===== src/rtl/counter4_monitor.sv =====
// counter4_monitor: receive-side checker for the 4-bit en/rst pulse counter
//
// Ports:
//   GCLK_Pad      in   system clock, rising edge
//   rst_n_Pad     in   synchronous active-low reset
//   en_Pad        in   counter enable pulse seen by the counter this cycle
//   ctr_rst_Pad   in   counter reset pulse seen by the counter this cycle
//   chk_en_Pad    in   1 = compare, 0 = model tracks without comparing
//   count_Pad     in   count value returned by the counter (LAT cycles late)
//   locked_Pad    out  model synchronised to the counter
//   exp_Pad       out  current model value
//   mismatch_Pad  out  one-cycle pulse per failed compare
//   fail_Pad      out  sticky, set on first mismatch
//   err_cnt_Pad   out  saturating mismatch count
//   first_exp_Pad out  expected value of first mismatch
//   first_act_Pad out  actual value of first mismatch
module counter4_monitor #(
   parameter int WIDTH = 4,
   parameter int LAT   = 1,
   parameter int ERRW  = 8
) (
   input  logic             GCLK_Pad,
   input  logic             rst_n_Pad,
   input  logic             en_Pad,
   input  logic             ctr_rst_Pad,
   input  logic             chk_en_Pad,
   input  logic [WIDTH-1:0] count_Pad,
   output logic             locked_Pad,
   output logic [WIDTH-1:0] exp_Pad,
   output logic             mismatch_Pad,
   output logic             fail_Pad,
   output logic [ERRW-1:0]  err_cnt_Pad,
   output logic [WIDTH-1:0] first_exp_Pad,
   output logic [WIDTH-1:0] first_act_Pad
);
   typedef enum logic {SYNC, TRACK} state_t;
   state_t           state_q, state_d;
   logic [WIDTH-1:0] exp_q, exp_d;
   logic [WIDTH-1:0] pipe_q [LAT];
   logic [WIDTH-1:0] pipe_d [LAT];
   logic [LAT-1:0]   pv_q, pv_d;
   logic             mis_q, mis_d;
   logic             fail_q, fail_d;
   logic [ERRW-1:0]  err_q, err_d;
   logic [WIDTH-1:0] fe_q, fe_d;
   logic [WIDTH-1:0] fa_q, fa_d;
   logic             track, push_v, bad;
   always_comb begin
      track   = state_q == TRACK;
      // a ctr_rst seen in SYNC both locks the model and pushes a valid 0
      push_v  = track | ctr_rst_Pad;
      state_d = push_v ? TRACK : SYNC;
      exp_d   = ctr_rst_Pad ? '0 : (track & en_Pad) ? exp_q + WIDTH'(1) : exp_q;
      pipe_d[0] = exp_d;
      pv_d[0]   = push_v;
      for (int k = 1; k < LAT; k++) begin
         pipe_d[k] = pipe_q[k-1];
         pv_d[k]   = pv_q[k-1];
      end
      // the oldest stage lines up with the value now on count_Pad
      bad    = pv_q[LAT-1] & chk_en_Pad & (pipe_q[LAT-1] != count_Pad);
      mis_d  = bad;
      err_d  = (bad && err_q != '1) ? err_q + ERRW'(1) : err_q;
      fail_d = fail_q | bad;
      fe_d   = (bad & ~fail_q) ? pipe_q[LAT-1] : fe_q;
      fa_d   = (bad & ~fail_q) ? count_Pad : fa_q;
   end
   always_ff @(posedge GCLK_Pad) begin
      if (!rst_n_Pad) begin
         state_q <= SYNC;
         exp_q   <= '0;
         pipe_q  <= '{default: '0};
         pv_q    <= '0;
         mis_q   <= 1'b0;
         fail_q  <= 1'b0;
         err_q   <= '0;
         fe_q    <= '0;
         fa_q    <= '0;
      end else begin
         state_q <= state_d;
         exp_q   <= exp_d;
         pipe_q  <= pipe_d;
         pv_q    <= pv_d;
         mis_q   <= mis_d;
         fail_q  <= fail_d;
         err_q   <= err_d;
         fe_q    <= fe_d;
         fa_q    <= fa_d;
      end
   end
   assign locked_Pad    = state_q == TRACK;
   assign exp_Pad       = exp_q;
   assign mismatch_Pad  = mis_q;
   assign fail_Pad      = fail_q;
   assign err_cnt_Pad   = err_q;
   assign first_exp_Pad = fe_q;
   assign first_act_Pad = fa_q;
endmodule


===== config.mk =====
export PLATFORM = sky130hd
export DESIGN_NAME = counter4_monitor
export DESIGN_NICKNAME = d
export VERILOG_FILES = /design/src/rtl/counter4_monitor.sv
export SDC_FILE = /design/constraint.sdc
export NUM_CORES = 1
export LEC_CHECK = 0
export ABC_CLOCK_PERIOD_IN_PS = 1650
export CORE_ASPECT_RATIO = 0.9
export CORE_MARGIN = 1
export CORE_UTILIZATION = 40
export CTS_CLUSTER_DIAMETER = 150
export DETAILED_ROUTE_END_ITERATION = 16
export GPL_TIMING_DRIVEN = 1
export PLACE_DENSITY_LB_ADDON = 0.15
export REMOVE_ABC_BUFFERS = 1
export SYNTH_ARGS = -nofsm -noshare
export SYNTH_HDL_FRONTEND = slang
export SYNTH_SLANG_ARGS = --single-unit

===== constraint.sdc =====
create_clock -name GCLK_Pad -period 1.65 [get_ports GCLK_Pad]
set_input_delay 0.495 -clock GCLK_Pad [delete_from_list [all_inputs] [get_ports GCLK_Pad]]
set_output_delay 0.495 -clock GCLK_Pad [all_outputs]
set_load 0.05 [all_outputs]

==> results of run 1 <==
## stage by stage
step	util	instance area, um2	hold WS (ps)	setup WS, ps	total power, uW
detailed placement	0.7582	1730	487.6	-560.4	794.0
global route	0.8087	1846	533.4	-5.910	1108
finish	0.8087	1846	503.7	20.09	1058
CTS	0.8004	1827	505.5	28.02	1064
floorplan	-	1003	610.8	-226.2	670.5
global placement	0.7582	1730	479.5	-458.0	788.1
## layout by cell type, fill, tap and decap left out, types with 3 or more instances in the layout
cell type / instances
dlygate4sd2_1: 4
nor2_1: 6
clkbuf_4: 3
inv_1: 3
o21ai_0: 3
buf_4: 15
dfxtp_1: 23
nand2_1: 21
xnor2_2: 4
nand2b_1: 4
mux2i_1: 10
buf_12: 25
a21oi_1: 4
clkdlybuf4s50_1: 3
a21oi_2: 3
nand3_1: 7
## power by group
| group | switching, uW | internal (uW) | leakage, uW |
|---|---|---|---|
| combinational | 111 | 106 | 0.000497 |
| sequential | 11.6 | 567 | 0.000186 |
| clock | 168 | 94.6 | 0.0000150 |
| total | 290 | 767 | 0.000698 |
## kinds of logic after synthesis
group | Yosys count | synth area share
compound gates | 17 | 0.1190
xor+xnor | 6 | 0.05153
fa+ha+maj | 2 | 0.02454
buf+inv | 7 | 0.02699
flops | 23 | 0.4515
mux | 10 | 0.09816
simple gates | 49 | 0.2282
## how the worst max path moves through the flow
stage                                             end  slack, ps                   start
after global placement    err_cnt_Pad[7]$_SDFFE_PN0P_       -460            count_Pad[3]
after global routing      err_cnt_Pad[0]$_SDFFE_PN0P_         -6            count_Pad[2]
after detailed placement  err_cnt_Pad[3]$_SDFFE_PN0P_       -560            count_Pad[3]
final                     err_cnt_Pad[4]$_SDFFE_PN0P_         20            count_Pad[3]
after floorplan           err_cnt_Pad[3]$_SDFFE_PN0P_       -230  pipe_q[0]$_SDFFE_PP0P_
after CTS                 err_cnt_Pad[4]$_SDFFE_PN0P_         30            count_Pad[1]
## registers in the layout, summed over array words and instances, names as in the netlist
register       flops
first_exp_Pad      4
locked_Pad         1
fail_Pad           1
first_act_Pad      4
pipe_q             4
mismatch_Pad       1
err_cnt_Pad        8
## area by class of cell
cell class                 count  area [um2]
clock buffer                   4       26.28
fill                         151       436.7
inverter                       3       11.26
multi-input combinational     85       625.6
sequential                    23       460.4
tap                           27       33.78
timing repair buffer          48       688.2
## worst reg2reg max path: stages, from the launching register on
cell     delay [ps]
dfxtp_1         340
ha_1            210
nand3_1          90
nor2_1           50
buf_4           180
or4_4           520
a21oi_2         140
## Yosys cell counts, types with 3 or more instances
| cell | count |
|---|---|
| a21oi_1 | 7 |
| clkbuf_1 | 3 |
| dfxtp_1 | 23 |
| inv_1 | 3 |
| mux2i_1 | 10 |
| nand2_1 | 22 |
| nand2b_1 | 4 |
| nand3_1 | 7 |
| nor2_1 | 6 |
| o21ai_0 | 3 |
| xnor2_1 | 4 |
## layer usage
metal / GRT usage / vias to the layer above
met1: 0.2894 / 492
met2: 0.4177 / 33
met4: 0.04167 / 0
met3: 0.07349 / 7
met5: 0 / -
li1: - / 500
## repair_timing
| item | CTS | global route |
|---|---|---|
| resized for setup | 17 | 4 |
| pin swaps | 5 | 2 |
| endpoints found under the setup margin | 16 | 6 |
| cloned | 1 | 0 |
==> results.py, run 1 <==
metrics = {
    "timing": {
        "hold_viol": 0,
        "fin_skew_ps": 1.389,
        "setup_tns_ps": 0,
        "slew_violations": 0,
        "fin_crit_sh": 0.9878,
        "fmax_ghz": 0.6135,
        "slew_headroom": 0.7631,
        "worst_slew_pin_slew_ps": 352.3,
        "post-route-min-period_ps": 1630,
        "setup_viol": 0,
        "rsz0062_at_grt": "yes",
    },
    "detailed_routing": {
        "viasPerCell": 5.432,
        "ant_nets": 0,
        "vias": 1032,
        "top_layer": "met4",
        "post_drt_wl_per_cell_um": 15.87,
        "dr_wl_met2_mm": 1.551,
        "drc": 0,
        "dr_wl_met3_um": 151,
        "wl_mm": 3.016,
        "dr.pass1.iters": 4,
        "met1_length_mm": 1.277,
        "first_iter_violations": 25,
    },
    "floorplanning": {
        "die_area_um2": 2755,
        "die_h_um": 49.90,
        "initial_core_util": 0.4468,
        "rows": 16,
        "core_area_um2": 2282,
        "chipWidth_um": 55.22,
        "ios": 32,
    },
    "layout": {
        "final_net_count": 175,
        "stdcell_count": 190,
        "areaGrowthSynthToFinish_pct": 80.98,
        "diodes": 0,
        "drive_gt1_frac": 0.3681,
    },
    "placement": {
        "dp_hpwl_mm": 2.097,
        "dp_cells": 185,
        "routabilityCongestion": 0.7754,
        "io_buffers": 31,
    },
    "logic_synthesis": {
        "synth.avg_cell_area_um2": 8.945,
        "yosysTopAreaCell": "dfxtp_1",
        "synth_area_um2": 1020,
        "synth.area.top_cells": "dfxtp_1 45%, mux2i_1 9.8%, nand2_1 8.1%",
        "synth-edff-count": 0,
        "synth-main-ff-cell": "dfxtp_1",
        "yosys.area.top_type_share": 0.4515,
        "synth.distinct_cells": 27,
        "syn_inst": 114,
        "synthArstFlopShare": 0,
        "seq_area_frac_synth": 0.4515,
        "yosysWarningCount": 0,
        "ys_seq_elements": 23,
    },
    "worst_setup_path": {
        "ff2ff_path_depth": 6,
        "crit_chain": "clkdlybuf4s15_1 -> xnor2_2 -> a41o_4 -> buf_4 -> o31ai_1 -> a21oi_2",
        "cp.depth": 6,
        "critPathLaunchType": "input port",
        "critPathBufInv": 2,
        "cp.required_ps": 1860,
        "r2r-end": "err_cnt_Pad[3]$_SDFFE_PN0P_",
        "cp_top_family": "compound AO/OA/AOI/OAI gates",
        "crit_type": "in2reg",
        "path_max_fanout": 5,
        "crit_slowest_cell": "o31ai_1",
        "crit-reg2reg-launch": "err_cnt_Pad[0]$_SDFFE_PN0P_",
        "r2r_setup_slack_ps": 60,
        "max_stage_delay_ps": 360,
        "worst_ep_arrival_time_ps": 1840,
        "endpoint_kind": "flip-flop",
    },
    "grt": {
        "antenna_found_initial": 0,
        "grt_first_pass_wirelength_mm": 5.071,
        "grt_pass1_vias": 1040,
        "grt_max_degree": 18,
        "gr-total-overflow": 0,
        "grtUsageTotal": 0.2378,
    },
    "clocking": {
        "clockBufferDepth": 2,
        "clock-root-buffer": "clkbuf_4",
        "cts_buffers": 3,
        "hold_buffers": 0,
        "postCtsSetupBuffers": 0,
        "htreeDepth": 1,
        "clock_sinks": 23,
        "cts.reportedPaths.clkPinSlew_ps": 120,
        "cts_tree": "yes",
        "clk_latency_ps": 310,
    },
    "min_path": {
        "hold_depth": 2,
        "hp-class": "reg2reg",
        "min_from": "first_exp_Pad[0]$_SDFFE_PN0P_",
        "hold_path_end": "first_exp_Pad[0]$_SDFFE_PN0P_",
    },
    "pwr": {
        "p_leak_uw": 0.0006983,
        "cellPowerDensity_nw_per_um2": 573.1,
        "ir_drop_uv": 621.8,
    },
    "outcome": {
        "status": "finished, final reports clean",
    },
    "job": {
        "maxCapViolations": 0,
    },
}
(Power assumes the default switching activity.)
==> run 2, diff against run 1 <==
Settings changed: SLEW_MARGIN set to 40.
==> results of run 2 <==
No change in the layout: final DEF, timing and power equal those of run 1.
